--- src/rtl/mem_pkg.sv ---
// Shared definitions for the RAM arbiter slice.
// Command encodings, arbiter states and a command-valid helper.
package mem_pkg;

  localparam logic [1:0] MNONE  = 2'b00;
  localparam logic [1:0] MREAD  = 2'b01;
  localparam logic [1:0] MWRITE = 2'b10;

  typedef enum logic [1:0] {
    IDLE  = 2'd0,
    ISSUE = 2'd1,
    WAIT  = 2'd2
  } arb_state_t;

  function automatic logic cmd_valid(
    input logic [1:0] c
  );
    return (c == MREAD) || (c == MWRITE);
  endfunction

endpackage

--- src/rtl/arb_pick.sv ---
// Combinational winner selection between the two RAM ports.
// winner=0 picks port 0, winner=1 picks port 1.
module arb_pick
  import mem_pkg::*;
#(
  parameter bit FIXED_PRI = 1'b0
) (
  input  logic req0,
  input  logic req1,
  input  logic last,
  input  logic guard_hit,
  output logic winner
);

  always_comb begin
    winner = 1'b0;
    unique case (1'b1)
      (req1 && !req0): winner = 1'b1;
      (req0 && req1):  winner = FIXED_PRI ? guard_hit : !last;
      default:         winner = 1'b0;
    endcase
  end

endmodule

--- src/rtl/mem_arbiter.sv ---
// Two-port arbiter/sequencer for the shared 512x16 synchronous RAM.
// Grants one port, issues the RAM command and returns read data.
module mem_arbiter
  import mem_pkg::*;
#(
  parameter int READ_LAT   = 1,
  parameter int FIXED_PRI  = 0,
  parameter int MAX_CONSEC = 4
) (
  input  logic        clk,
  input  logic        reset,
  input  logic [1:0]  p0_cmd,
  input  logic [8:0]  p0_addr,
  input  logic [15:0] p0_wdata,
  output logic        p0_gnt,
  output logic        p0_rvalid,
  output logic [15:0] p0_rdata,
  input  logic [1:0]  p1_cmd,
  input  logic [8:0]  p1_addr,
  input  logic [15:0] p1_wdata,
  output logic        p1_gnt,
  output logic        p1_rvalid,
  output logic [15:0] p1_rdata,
  output logic [1:0]  ram_cmd,
  output logic [8:0]  ram_addr,
  output logic [15:0] ram_wdata,
  input  logic [15:0] ram_rdata,
  output logic        busy
);

  arb_state_t  state, state_d;
  logic [1:0]  cnt, cnt_d;
  logic [3:0]  consec;
  logic        last, owner;
  logic        req0, req1;
  logic        win, guard_hit;
  logic        grant, cap;

  assign req0      = cmd_valid(p0_cmd);
  assign req1      = cmd_valid(p1_cmd);
  assign guard_hit = (consec == 4'(MAX_CONSEC));
  assign busy      = (state != IDLE);

  arb_pick #(
    .FIXED_PRI(FIXED_PRI != 0)
  ) u_pick (
    .req0     (req0),
    .req1     (req1),
    .last     (last),
    .guard_hit(guard_hit),
    .winner   (win)
  );

  always_ff @(posedge clk or negedge reset) begin
    if (!reset) begin
      state <= IDLE;
      cnt   <= 2'd0;
    end else begin
      state <= state_d;
      cnt   <= cnt_d;
    end
  end

  always_comb begin
    state_d = state;
    cnt_d   = cnt;
    grant   = 1'b0;
    cap     = 1'b0;
    unique case (state)
      IDLE: begin
        if (req0 || req1) begin
          grant   = 1'b1;
          state_d = ISSUE;
        end
      end
      ISSUE: begin
        if (ram_cmd == MREAD) begin
          cnt_d   = 2'(READ_LAT - 1);
          state_d = WAIT;
        end else begin
          state_d = IDLE;
        end
      end
      WAIT: begin
        if (cnt == 2'd0) begin
          cap     = 1'b1;
          state_d = IDLE;
        end else begin
          cnt_d = cnt - 2'd1;
        end
      end
      default: state_d = IDLE;
    endcase
  end

  always_ff @(posedge clk or negedge reset) begin
    if (!reset) begin
      p0_gnt    <= 1'b0;
      p1_gnt    <= 1'b0;
      p0_rvalid <= 1'b0;
      p1_rvalid <= 1'b0;
      p0_rdata  <= 16'd0;
      p1_rdata  <= 16'd0;
      ram_cmd   <= MNONE;
      ram_addr  <= 9'd0;
      ram_wdata <= 16'd0;
      last      <= 1'b1;
      owner     <= 1'b0;
      consec    <= 4'd0;
    end else begin
      p0_gnt    <= grant && !win;
      p1_gnt    <= grant && win;
      p0_rvalid <= cap && !owner;
      p1_rvalid <= cap && owner;
      if (cap && !owner) p0_rdata <= ram_rdata;
      if (cap && owner)  p1_rdata <= ram_rdata;
      if (grant) begin
        ram_cmd   <= win ? p1_cmd : p0_cmd;
        ram_addr  <= win ? p1_addr : p0_addr;
        ram_wdata <= win ? p1_wdata : p0_wdata;
        last      <= win;
        owner     <= win;
      end else if (state == ISSUE) begin
        ram_cmd <= MNONE;
      end
      // starvation guard: count port 0 wins while port 1 waits
      if (grant && win)
        consec <= 4'd0;
      else if (grant && req1)
        consec <= consec + 4'd1;
      else if (state == IDLE && !req1)
        consec <= 4'd0;
    end
  end

endmodule

--- config.mk ---
export PLATFORM = sky130hd
export DESIGN_NAME = mem_arbiter
export DESIGN_NICKNAME = d
export VERILOG_FILES = /design/src/rtl/mem_pkg.sv /design/src/rtl/arb_pick.sv /design/src/rtl/mem_arbiter.sv
export SDC_FILE = /design/constraint.sdc
export NUM_CORES = 1
export LEC_CHECK = 0
export ABC_CLOCK_PERIOD_IN_PS = 1550
export CAP_MARGIN = 20
export CORE_ASPECT_RATIO = 1.2
export CORE_MARGIN = 2
export CORE_UTILIZATION = 38
export DETAILED_ROUTE_END_ITERATION = 12
export PLACE_DENSITY = 0.76
export SLEW_MARGIN = 20
export SYNTH_ARGS = -nofsm -noshare
export SYNTH_HDL_FRONTEND = slang
export SYNTH_HIERARCHICAL = 1
export SYNTH_SLANG_ARGS = --single-unit
--- constraint.sdc ---
create_clock -name clk -period 1.55 [get_ports clk]
set_input_delay 0.465 -clock clk [delete_from_list [all_inputs] [get_ports clk]]
set_output_delay 0.465 -clock clk [all_outputs]
set_load 0.05 [all_outputs]
==> results.md <==
* Status: finished, violations left
* Failing checks: setup timing
* CTS root buf: clkbuf_8
* Worst clock skew at 10.3 ps
* Crit-path max FO at 6
* CTS Buffer Depth at 2
* # rows at 35
* Critical path type: in2reg
* CP Launch Type: input pin
* Placed insts at around 420
* Dpl hpwl at ~5300 um
* CTS tree: built
* LEAKAGE at approximately 0.0027 uW
* Starting density of the core at 0.388
* Mean Syn Cell Area at approximately 15 um^2
* Max-capacitance violation count at 0
* WL/cell at about 17 um
* CP Data Required Time at around 1800 ps
* Post-route antenna net violation count at 0
* Reg2reg setup slack at -40 ps
* CTS Buf Count at 9
* R2R Path End: ram_addr[5]
* Final setup fails at 24
* Die ar. at roughly 0.0085 mm^2
* Clk_lat worst skew at 330 ps
* Quantity of hold-fixing buffers added after cts at 0
* Io pins at between 100 and 150
* Worst-path clk slew at ~80 ps
* Worst vdd ir at 1.62 mV
* RSZ-0062 raised after global routing: true
* Slowest-stage cell, CP: mux2_4
* Layout cells sized above 1 at 0.568
* Yosys warns at 6
* Fin crit period at between 1500 and 2000 ps
* Syn Inst Count at between 150 and 200
* Vias in the first global route at around 2.4k
* Core area at 0.00762 mm^2
* Initial DRC Count at 50
* Clock sinks at between 60 and 70
* Worst reg2reg path startpoint: last
* Residual DRC at 0
* Non-Filler Instances at approximately 450
* CP endpoint kind: register
* Pin count of the biggest net entering global routing at 70
* Final Hold Violating Endpoints at 0
* First-pass GRT wire length at 12,200 um
* Die Height at just over 100 um
* Final max-slew violation count at 0
* I/O Buffers at ~140
* Fmax at between 600 and 700 MHz
* CP Data Arrival Time at approximately 1800 ps
* Max stage delay on crit path at approximately 300 ps
* Synthesis-to-layout area growth at 98.3%
* DR vias at between 2k and 2.5k
* Cell Pwr Density at roughly 2500 mW/mm^2
* Total GRT Usage at 0.185
* Nets at about 430
* Fillers at approximately 470
* Area occupied by multi-input gates at 0.00142 mm^2
* Worst Setup Slack, final at -57.3 ps
* Synthesized area at between 0.002 and 0.003 mm^2
* Synth Net Count at around 270
* Final GP Congestion at approximately 0.7
* Register cell area after layout at roughly 0.0017 mm^2
* Slew margin rel. at 0.753
* # H-tree levels at 3
* Hold Path Class: in2async
* Gr ovfl total at 0
* Number of diodes at 0
* DRT Pass-1 Iters at 4
* Worst-path cell chain: buf_8 -> xnor2_2 -> inv_1 -> a21boi_4 -> buf_12 -> buf_12 -> mux2_4 -> mux2_4
* Drt total wl at just under 8000 um
* Via density per instance at about 4.9
* Total design power at between 10,000 and 15,000 uW
* Fin crit share at 1.04
* R2R depth at 5
* Die width at approximately 85 um
* Slew @ Worst Pin at around 370 ps
* Initial antenna violation count at 0
[how the worst max path moves through the flow]
stage                         end      start  slack [ps]
detailed placement   ram_wdata[2]  p1_cmd[1]        -820
finish                ram_addr[5]  p1_cmd[1]         -60
CTS                 ram_wdata[10]       last         -30
global placement     ram_wdata[2]  p1_cmd[1]        -780
global route        ram_wdata[10]       last         -80
floorplan           ram_wdata[10]  p1_cmd[1]        -200
[layout by cell type, fill, tap and decap left out, drive strengths merged, types with 2 or more instances in the layout]
cell type       n
clkinv          4
nor2            2
buf            92
clkdlybuf4s50  66
mux2           85
inv             7
nand2b          2
mux2i           4
clkbuf         13
dfrtp          68
nand2           2
[worst max-delay path: cells and delay by family]
| family | cells | cell delay, ps |
|---|---|---|
| buf+inv | 4 | 470 |
| xor+xnor | 1 | 120 |
| mux | 2 | 570 |
| compound gates | 1 | 190 |
[stage by stage]
stage | setup TNS, ps | util | hold slack [ps] | setup WS [ps] | instance area, um^2
final | -817 | 0.770 | 129 | -57.3 | 5860
after global routing | -1750 | 0.770 | 167 | -75.2 | 5860
after CTS | -468 | 0.756 | 151 | -31.2 | 5760
after detailed placement | -23310 | 0.698 | 496 | -821 | 5320
after global placement | -22180 | 0.698 | 487 | -784 | 5320
after floorplan | -4550 | - | 169 | -198 | 3180
[registers in the layout, summed over array words and instances, names as in the netlist]
name and flops:
cnt 2, last 1, owner 1, p0_gnt 1
p0_rdata 16, p0_rvalid 1, p1_gnt 1, p1_rdata 16
p1_rvalid 1, ram_addr 9, ram_cmd 2, ram_wdata 16
state 2
[routing by layer]
| metal | global-route usage | wire length, um |
|---|---|---|
| met5 | 0 | 0 |
| met2 | 0.320 | 4270 |
| met4 | 0.0501 | 79 |
| met1 | 0.223 | 3020 |
| met3 | 0.0598 | 500 |
[report_power, final]
group          internal [uW]  total (uW)  switching, uW
Clock                    750        1430            675
Combinational           5180        9500           4320
Sequential              2690        3670            981
[final cells by class]
cell class,instances,share of cell area
repair buffers,160,0.406
flip-flops and latches,69,0.295
multi-input cells,107,0.242
clock buffers,11,0.0224
well taps,92,0.0196
clock inverters,5,0.0105
inverters,7,0.00448
[repair_timing]
item                                    4_1_cts  5_1_grt
resized for setup                            43       10
pin swaps                                     5        4
endpoints found under the setup margin       33       37
cloned                                        4        2
buffers inserted                              6        4
Power figures use the tool's default switching activity.
